[src/rtl/debouncer_pkg.sv]
// Shared sizing helpers for the debouncer array: the stable-window length,
// the counter width and the channel limit.
package debouncer_pkg;

    localparam int MaxCh = 32;

    // Number of clock cycles the synchronised input must stay constant.
    function automatic int counter_max(input int clk_freq, input int stable_us);
        return (clk_freq / 32'sd1_000_000) * stable_us;
    endfunction

    function automatic int counter_width(input int cmax);
        return $clog2(cmax + 32'sd1);
    endfunction

endpackage

[src/rtl/debounce_channel.sv]
// One debounce lane: two-flop synchroniser, saturating stability counter,
// debounced level and registered edge ticks (fall ticks only with DEBOUNCER_ARRAY_FALL_TICK_EN).
module debounce_channel
    import debouncer_pkg::*;
#(
    parameter int CounterMax = 10
) (
    input  logic clk_i,
    input  logic rst_ni,
    input  logic sw_i,
    input  logic en_i,
    output logic db_level_o,
    output logic rise_tick_o,
    output logic fall_tick_o
);

    localparam int CntW = counter_width(CounterMax);
    localparam logic [CntW-1:0] CntTop = CntW'(CounterMax - 1);

    logic            s1_r;
    logic            s2_r;
    logic [CntW-1:0] cnt_r;
    logic            stable_s;
    logic            db_level_r;
    logic            rise_r;

    // Two-flop synchroniser for the asynchronous switch input.
    always_ff @(posedge clk_i or negedge rst_ni) begin
        if (!rst_ni) begin
            s1_r <= 1'b0;
            s2_r <= 1'b0;
        end else begin
            s1_r <= sw_i;
            s2_r <= s1_r;
        end
    end

    assign stable_s = en_i && (cnt_r == CntTop);

    // Stability counter: restarts on any change or while disabled, saturates at the top.
    always_ff @(posedge clk_i or negedge rst_ni) begin
        if (!rst_ni) begin
            cnt_r <= '0;
        end else if (!en_i) begin
            cnt_r <= '0;
        end else if (s1_r != s2_r) begin
            cnt_r <= '0;
        end else if (!stable_s) begin
            cnt_r <= cnt_r + CntW'(1);
        end else begin
            cnt_r <= cnt_r;
        end
    end

    // Debounced level and rise tick, updated together so the tick marks the level change.
    always_ff @(posedge clk_i or negedge rst_ni) begin
        if (!rst_ni) begin
            db_level_r <= 1'b0;
            rise_r     <= 1'b0;
        end else if (stable_s) begin
            db_level_r <= s2_r;
            rise_r     <= s2_r & ~db_level_r;
        end else begin
            db_level_r <= db_level_r;
            rise_r     <= 1'b0;
        end
    end

`ifdef DEBOUNCER_ARRAY_FALL_TICK_EN
    logic fall_r;

    // Fall tick, mirror of the rise tick for the 1->0 level change.
    always_ff @(posedge clk_i or negedge rst_ni) begin
        if (!rst_ni) begin
            fall_r <= 1'b0;
        end else if (stable_s) begin
            fall_r <= ~s2_r & db_level_r;
        end else begin
            fall_r <= 1'b0;
        end
    end

    assign fall_tick_o = fall_r;
`else
    assign fall_tick_o = 1'b0;
`endif

    assign db_level_o  = db_level_r;
    assign rise_tick_o = rise_r;

endmodule

[src/rtl/debouncer_array.sv]
// Array of NumCh independent switch debouncers with a combined tick flag.
// Define DEBOUNCER_ARRAY_FALL_TICK_EN to enable the fall-tick outputs.
module debouncer_array
    import debouncer_pkg::*;
#(
    parameter int NumCh        = 4,
    parameter int ClkFreq      = 100_000_000,
    parameter int StableTimeUs = 10_000
) (
    input  logic             clk_i,
    input  logic             rst_ni,
    input  logic [NumCh-1:0] sw_i,
    input  logic [NumCh-1:0] en_i,
    output logic [NumCh-1:0] db_level_o,
    output logic [NumCh-1:0] rise_tick_o,
    output logic [NumCh-1:0] fall_tick_o,
    output logic             any_tick_o
);

    localparam int CounterMax = counter_max(ClkFreq, StableTimeUs);

    if (CounterMax < 2) begin : g_bad_window
        $error("debouncer_array: CounterMax must be at least 2");
    end

    if ((NumCh < 1) || (NumCh > MaxCh)) begin : g_bad_numch
        $error("debouncer_array: NumCh out of range");
    end

    for (genvar i = 0; i < NumCh; i++) begin : g_ch
        debounce_channel #(
            .CounterMax (CounterMax)
        ) u_channel (
            .clk_i       (clk_i),
            .rst_ni      (rst_ni),
            .sw_i        (sw_i[i]),
            .en_i        (en_i[i]),
            .db_level_o  (db_level_o[i]),
            .rise_tick_o (rise_tick_o[i]),
            .fall_tick_o (fall_tick_o[i])
        );
    end

    // Tick bits are already registered, so the combined flag adds no latency.
    assign any_tick_o = (|rise_tick_o) | (|fall_tick_o);

endmodule
[config.mk]
export PLATFORM = sky130hd
export DESIGN_NAME = debouncer_array
export DESIGN_NICKNAME = d
export VERILOG_FILES = /design/src/rtl/debouncer_pkg.sv /design/src/rtl/debounce_channel.sv /design/src/rtl/debouncer_array.sv
export SDC_FILE = /design/constraint.sdc
export NUM_CORES = 1
export LEC_CHECK = 0
export CORE_MARGIN = 2
export CORE_UTILIZATION = 60
export DETAILED_ROUTE_END_ITERATION = 7
export PLACE_DENSITY = 0.84
export SLEW_MARGIN = 30
export SYNTH_ARGS = -nofsm -noshare
export SYNTH_HDL_FRONTEND = slang
export SYNTH_SLANG_ARGS = --single-unit
[constraint.sdc]
create_clock -name clk_i -period 3 [get_ports clk_i]
set_input_delay 0.6 -clock clk_i [delete_from_list [all_inputs] [get_ports clk_i]]
set_output_delay 0.6 -clock clk_i [all_outputs]
set_load 0.01 [all_outputs]
; Yosys cells after proc, flatten, opt, wreduce, memory -nomap -nowiden
; Index checks and enable logic that the tools add are counted.
[op_classes]
eq_ne = 12
addsub = 4
n_mux = 16
bitwise_logic = 8
n_reduce_logical = 5
[ops]
columns = op, n
row1 = $mux 20, 12
row2 = $add 20x1->20 const B, 4
row3 = $eq 20x20->1 const B, 4
row4 = $ne 3x3->1 const B, 4
row5 = $and 1x1->1, 4
row6 = $logic_and 1x1->1, 4
row7 = $mux 1, 4
row8 = $ne 1x1->1, 4
row9 = $not 1->1, 4
row10 = $reduce_or 4->1, 1
[word_totals]
ff_bits = 96
in_bits = 10
out_inout_bits = 13
wordCells = 65

; Logic depth before layout (Yosys ltp)
[logic_depth]
depth_word = 5
ltp_mapped = 6
depth_no_buf = 5

; Cells and area by module
; Synthesis repeated with hierarchy kept, for this count alone.
[unflattened]
cells_unflattened = 503
hier_area_um2 = 4911.0
[by_module_without_submodules]
columns = mod, instances, area_each_um2, cells_per_inst, seq_area_each_um2
row1 = debounce_channel, 4, 1223.7, 125, 600.6
row2 = debouncer_array, 1, 16.3, 3, 0.0

; Worst setup path after synthesis
; No wires, ideal clock.
[synth_path]
path_kind = reg2reg
startpoint = register g_ch[3].u_channel.cnt_r[14]
endpoint = register g_ch[3].u_channel.cnt_r[0]
path_slack_ps = 908
arrival_time_ps = 1967
synth_period_minus_slack_ps = 2092
path_stages_with_launch = 6
t_required_ps = 2875
setup_ps = 125
path_buffers = 1
cell_sequence = dfrtp_1 -> nand4_2 -> or4_4 -> or4_4 -> buf_6 -> mux2_4
[synth_via]
elab_chain_cells = 3
[synth_lines]
columns = element, line
row1 = start: declaration, debounce_channel.sv:22  ; logic [CntW-1:0] cnt_r;
row2 = start signal: assignment, debounce_channel.sv:49  ; cnt_r <= cnt_r + CntW'(1);
row3 = start signal: assignment, debounce_channel.sv:51  ; cnt_r <= cnt_r;
row4 = $eq 20x20->1, debounce_channel.sv:38  ; assign stable_s = en_i && (cnt_r == CntTop);
row5 = $logic_and 1x1->1, debounce_channel.sv:38
row6 = $ne 3x3->1 (no source line), n/a
; Every way passes these cells.
; A chain may end at the register's enable or synchronous reset.

; Final worst setup path
[layout_path]
startpoint = register g_ch[0].u_channel.rise_r
endpoint = output any_tick_o
[layout_via]
elab_chain_cells = 1
[layout_lines]
columns = element, line
row1 = start: declaration, debounce_channel.sv:25  ; logic rise_r;
row2 = start signal: assignment, debounce_channel.sv:62  ; rise_r <= s2_r & ~db_level_r;
row3 = $reduce_or 4->1, debouncer_array.sv:45  ; assign any_tick_o = (|rise_tick_o) | (|fall_tick_o);
row4 = end: declaration, debouncer_array.sv:17  ; output logic any_tick_o
; Every way passes these cells.

==> impl_metrics.yaml <==
clocking:
  cts.htree.levels: 3
  clockRootBuffer: "clkbuf_8"
  cts_tree: "built"
  post_cts_resize_count: 0
  clk_pin_slew_ns: 0.11
  numCtsBuffers: 9
  post_cts_buffers: 0
  clock-sinks: 96
  clock_latency_ns: 0.38
  clock_tree.buffer_depth: 2
  ctsHoldBuffers: 0
sta:
  max_freq_ghz: 0.416
  worst_slew_pin_slew_ns: 0.842
  slew_violations: 0
  setup-tns-final_ns: 0
  skew_ns: 0.0167
  rsz0062_at_grt: "false"
  period_share_pct: 80.2
  slew_headroom_pct: 43.7
  setup-violations-final: 0
  hold_viol: 0
  fin_crit_ns: 2.41
setup_path:
  rrSetupSlack_ns: 0.65
  required_ns: 2.40
  cp.arrival_ns: 1.81
  start_kind: "register"
  criticalPathCategory: "reg -> out"
  r2r_cells: 4
  path_max_fanout: 2
  r2r-end: "g_ch[2].u_channel.cnt_r[0]"
  r2r-start: "g_ch[2].u_channel.cnt_r[11]"
  crit_path_end_kind: "output port"
place:
  place_congestion: 0.860
  numPortBuffers: 18
  dp_hpwl_um: 6950
synthesis:
  yosysUniqueCellTypes: 58
  synth_cells: 514
  synthTopCellsByCount: "96 x dfrtp_1, 41 x nand2_1, 34 x nand3_1"
  synth.most_common_cell: "dfrtp_1"
  yosys_most_used_dff: "dfrtp_1"
  yosys.area.top_type_share_pct: 48.1
  netlist.top_cell.by_area: "dfrtp_1"
  async_flop_share_pct: 100
  synth_edf_count: 0
  synth-seq-cells: 96
  synth_area_um2: 4990
  synth_warnings: 0
  syn_area_per_cell_um2: 9.71
  seq_area_frac_synth_pct: 48.1
  synthTopCellsByArea: "dfrtp_1 48%, xnor2_1 5.8%, nand3_1 3.4%"
layout:
  syn2layout_area_growth_pct: 8.48
  n_antenna_cell: 0
  final_nets: 539
  drive_gt1_share_pct: 7.36
drt:
  wl_per_cell_um: 15.8
  first_pass_iters: 5
  final_antenna_net_count: 0
  drt_iter0_markers: 212
  wirelength_um: 10000
  vias: 4005
  avgViaCountPerCell: 6.31
  drc: 0
power:
  powerDensity_nw_per_um2: 435
  seq_power_share_pct: 56.5
  p_sw_uw: 598
  intPower_uw: 1750
  clkPwrFrac_pct: 38.4
  power_uw: 2350
  max-vdd-ir-drop_mv: 0.266
  p_leak_uw: 0.00205
  p_sw_share_pct: 25.4
  pwr-share-comb_pct: 5.1
outcome:
  status: "finished, final reports clean"
die:
  ios: 23
  die_height_um: 95.2
  coreArea_um2: 8130
  rows: 33
  initial_utilization_pct: 61.3
  die_area_um2: 9060
  die_x_um: 95.2
global_routing:
  grt_pass1_vias: 3735
  antenna_found_initial: 0
  grt_max_degree: 51
  grt_remaining_overflow: 0
  grt_pass1_wl_um: 17000
  grt_use_total_pct: 23.8
run:
  maxCapViolCount: 0
worst_hold_path:
  hold_path_class: "in -> async"
## flip-flops by register name, summed over array words and instances (netlist names)
register,flops
g_ch.u_channel.s1_r,4
g_ch.u_channel.cnt_r,80
g_ch.u_channel.s2_r,4
g_ch.u_channel.rise_tick_o,4
g_ch.u_channel.db_level_o,4
## worst max-delay path by stage
stage	startpoint	cells after the start	slack, ns	end
finish	g_ch[0].u_channel.rise_tick_o	2	0.59	any_tick_o
global route	g_ch[1].u_channel.cnt_r[0]	5	0.52	g_ch[1].u_channel.cnt_r[14]
CTS	g_ch[0].u_channel.rise_tick_o	2	0.59	any_tick_o
detailed placement	en_i[3]	5	0.43	g_ch[3].u_channel.cnt_r[0]
global placement	en_i[3]	5	0.49	g_ch[3].u_channel.cnt_r[0]
floorplan	g_ch[3].u_channel.cnt_r[14]	5	0.91	g_ch[3].u_channel.cnt_r[0]
## power groups by stage
stage	Sequential [µW]	Clock, µW	Combinational [µW]
detailed placement	1350	0	122
global route	1330	974	136
finish	1330	903	120
global placement	1350	0	118
floorplan	1350	0	68.1
CTS	1330	918	122
## stage by stage
stage               hold WS, ns  setup slack (ns)  utilization, %  area, µm²  instances
finish                    0.209             0.594            66.5       5410        635
floorplan                 0.304             0.908               -       5000        517
detailed placement        0.388             0.432            63.9       5200        619
global route              0.253             0.515            66.5       5410        635
CTS                       0.239             0.594            66.5       5410        635
global placement          0.384             0.490            63.9       5200        619
## routing by layer
layer	up-vias	share of wire (%)	GRT usage [%]
li1	1909	-	-
met1	1952	44	31.7
met2	129	50	38.7
met3	15	4.9	5.38
met4	0	1.3	7.73
met5	-	0	0
## worst max-delay path, cell delays in order (launching register included)
cell             delay [ns]
dfrtp_1                0.43
or4_1                  0.51
clkdlybuf4s50_1        0.49
## final cells by class
type                            count  area (µm²)
Clock buffer                        9         124
Clock inverter                      7        87.6
Fill cell                         608        2720
Inverter                           17        63.8
Multi-Input combinational cell    380        2390
Sequential cell                    96        2400
Tap cell                          105         131
Timing Repair Buffer               21         213
## cells in the final DEF (no fill, tap or decap), types with 3 or more instances in the layout
cell / instances
and3_1: 7
nand4b_1: 3
a2bb2oi_1: 3
nor4b_1: 5
clkinv_4: 3
mux2_2: 5
or4_1: 13
conb_1: 4
nor4_1: 18
clkbuf_8: 9
buf_4: 3
inv_1: 17
xor2_1: 7
or3_1: 17
o21ai_0: 29
nor3b_1: 5
and4_1: 3
clkdlybuf4s50_1: 17
ha_1: 4
o31ai_1: 6
a31oi_1: 6
nand3_1: 34
dfrtp_1: 96
mux2i_1: 4
a21oi_1: 22
nand2_1: 41
or4b_2: 3
nand4_1: 20
xnor2_1: 33
a211oi_1: 3
nand2b_1: 5
nor3_1: 15
nor2_1: 32
## logic make-up (layout without fill, tap and decap cells)
logic type / count (synthesis) / after routing / share of synthesized area (%)
and+or+nand+nor: 234 / 234 / 26.5
DFF: 96 / 96 / 48.1
AOI/OAI and AO/OA: 88 / 88 / 10.9
buffers and inverters: 41 / 54 / 4.16
xor gates and xnor gates: 40 / 40 / 7.02
muxes: 10 / 10 / 2.23
adders and majority gates: 4 / 4 / 1.00
other: 1 / 4 / 0.0752
(Power assumes the default switching activity.)
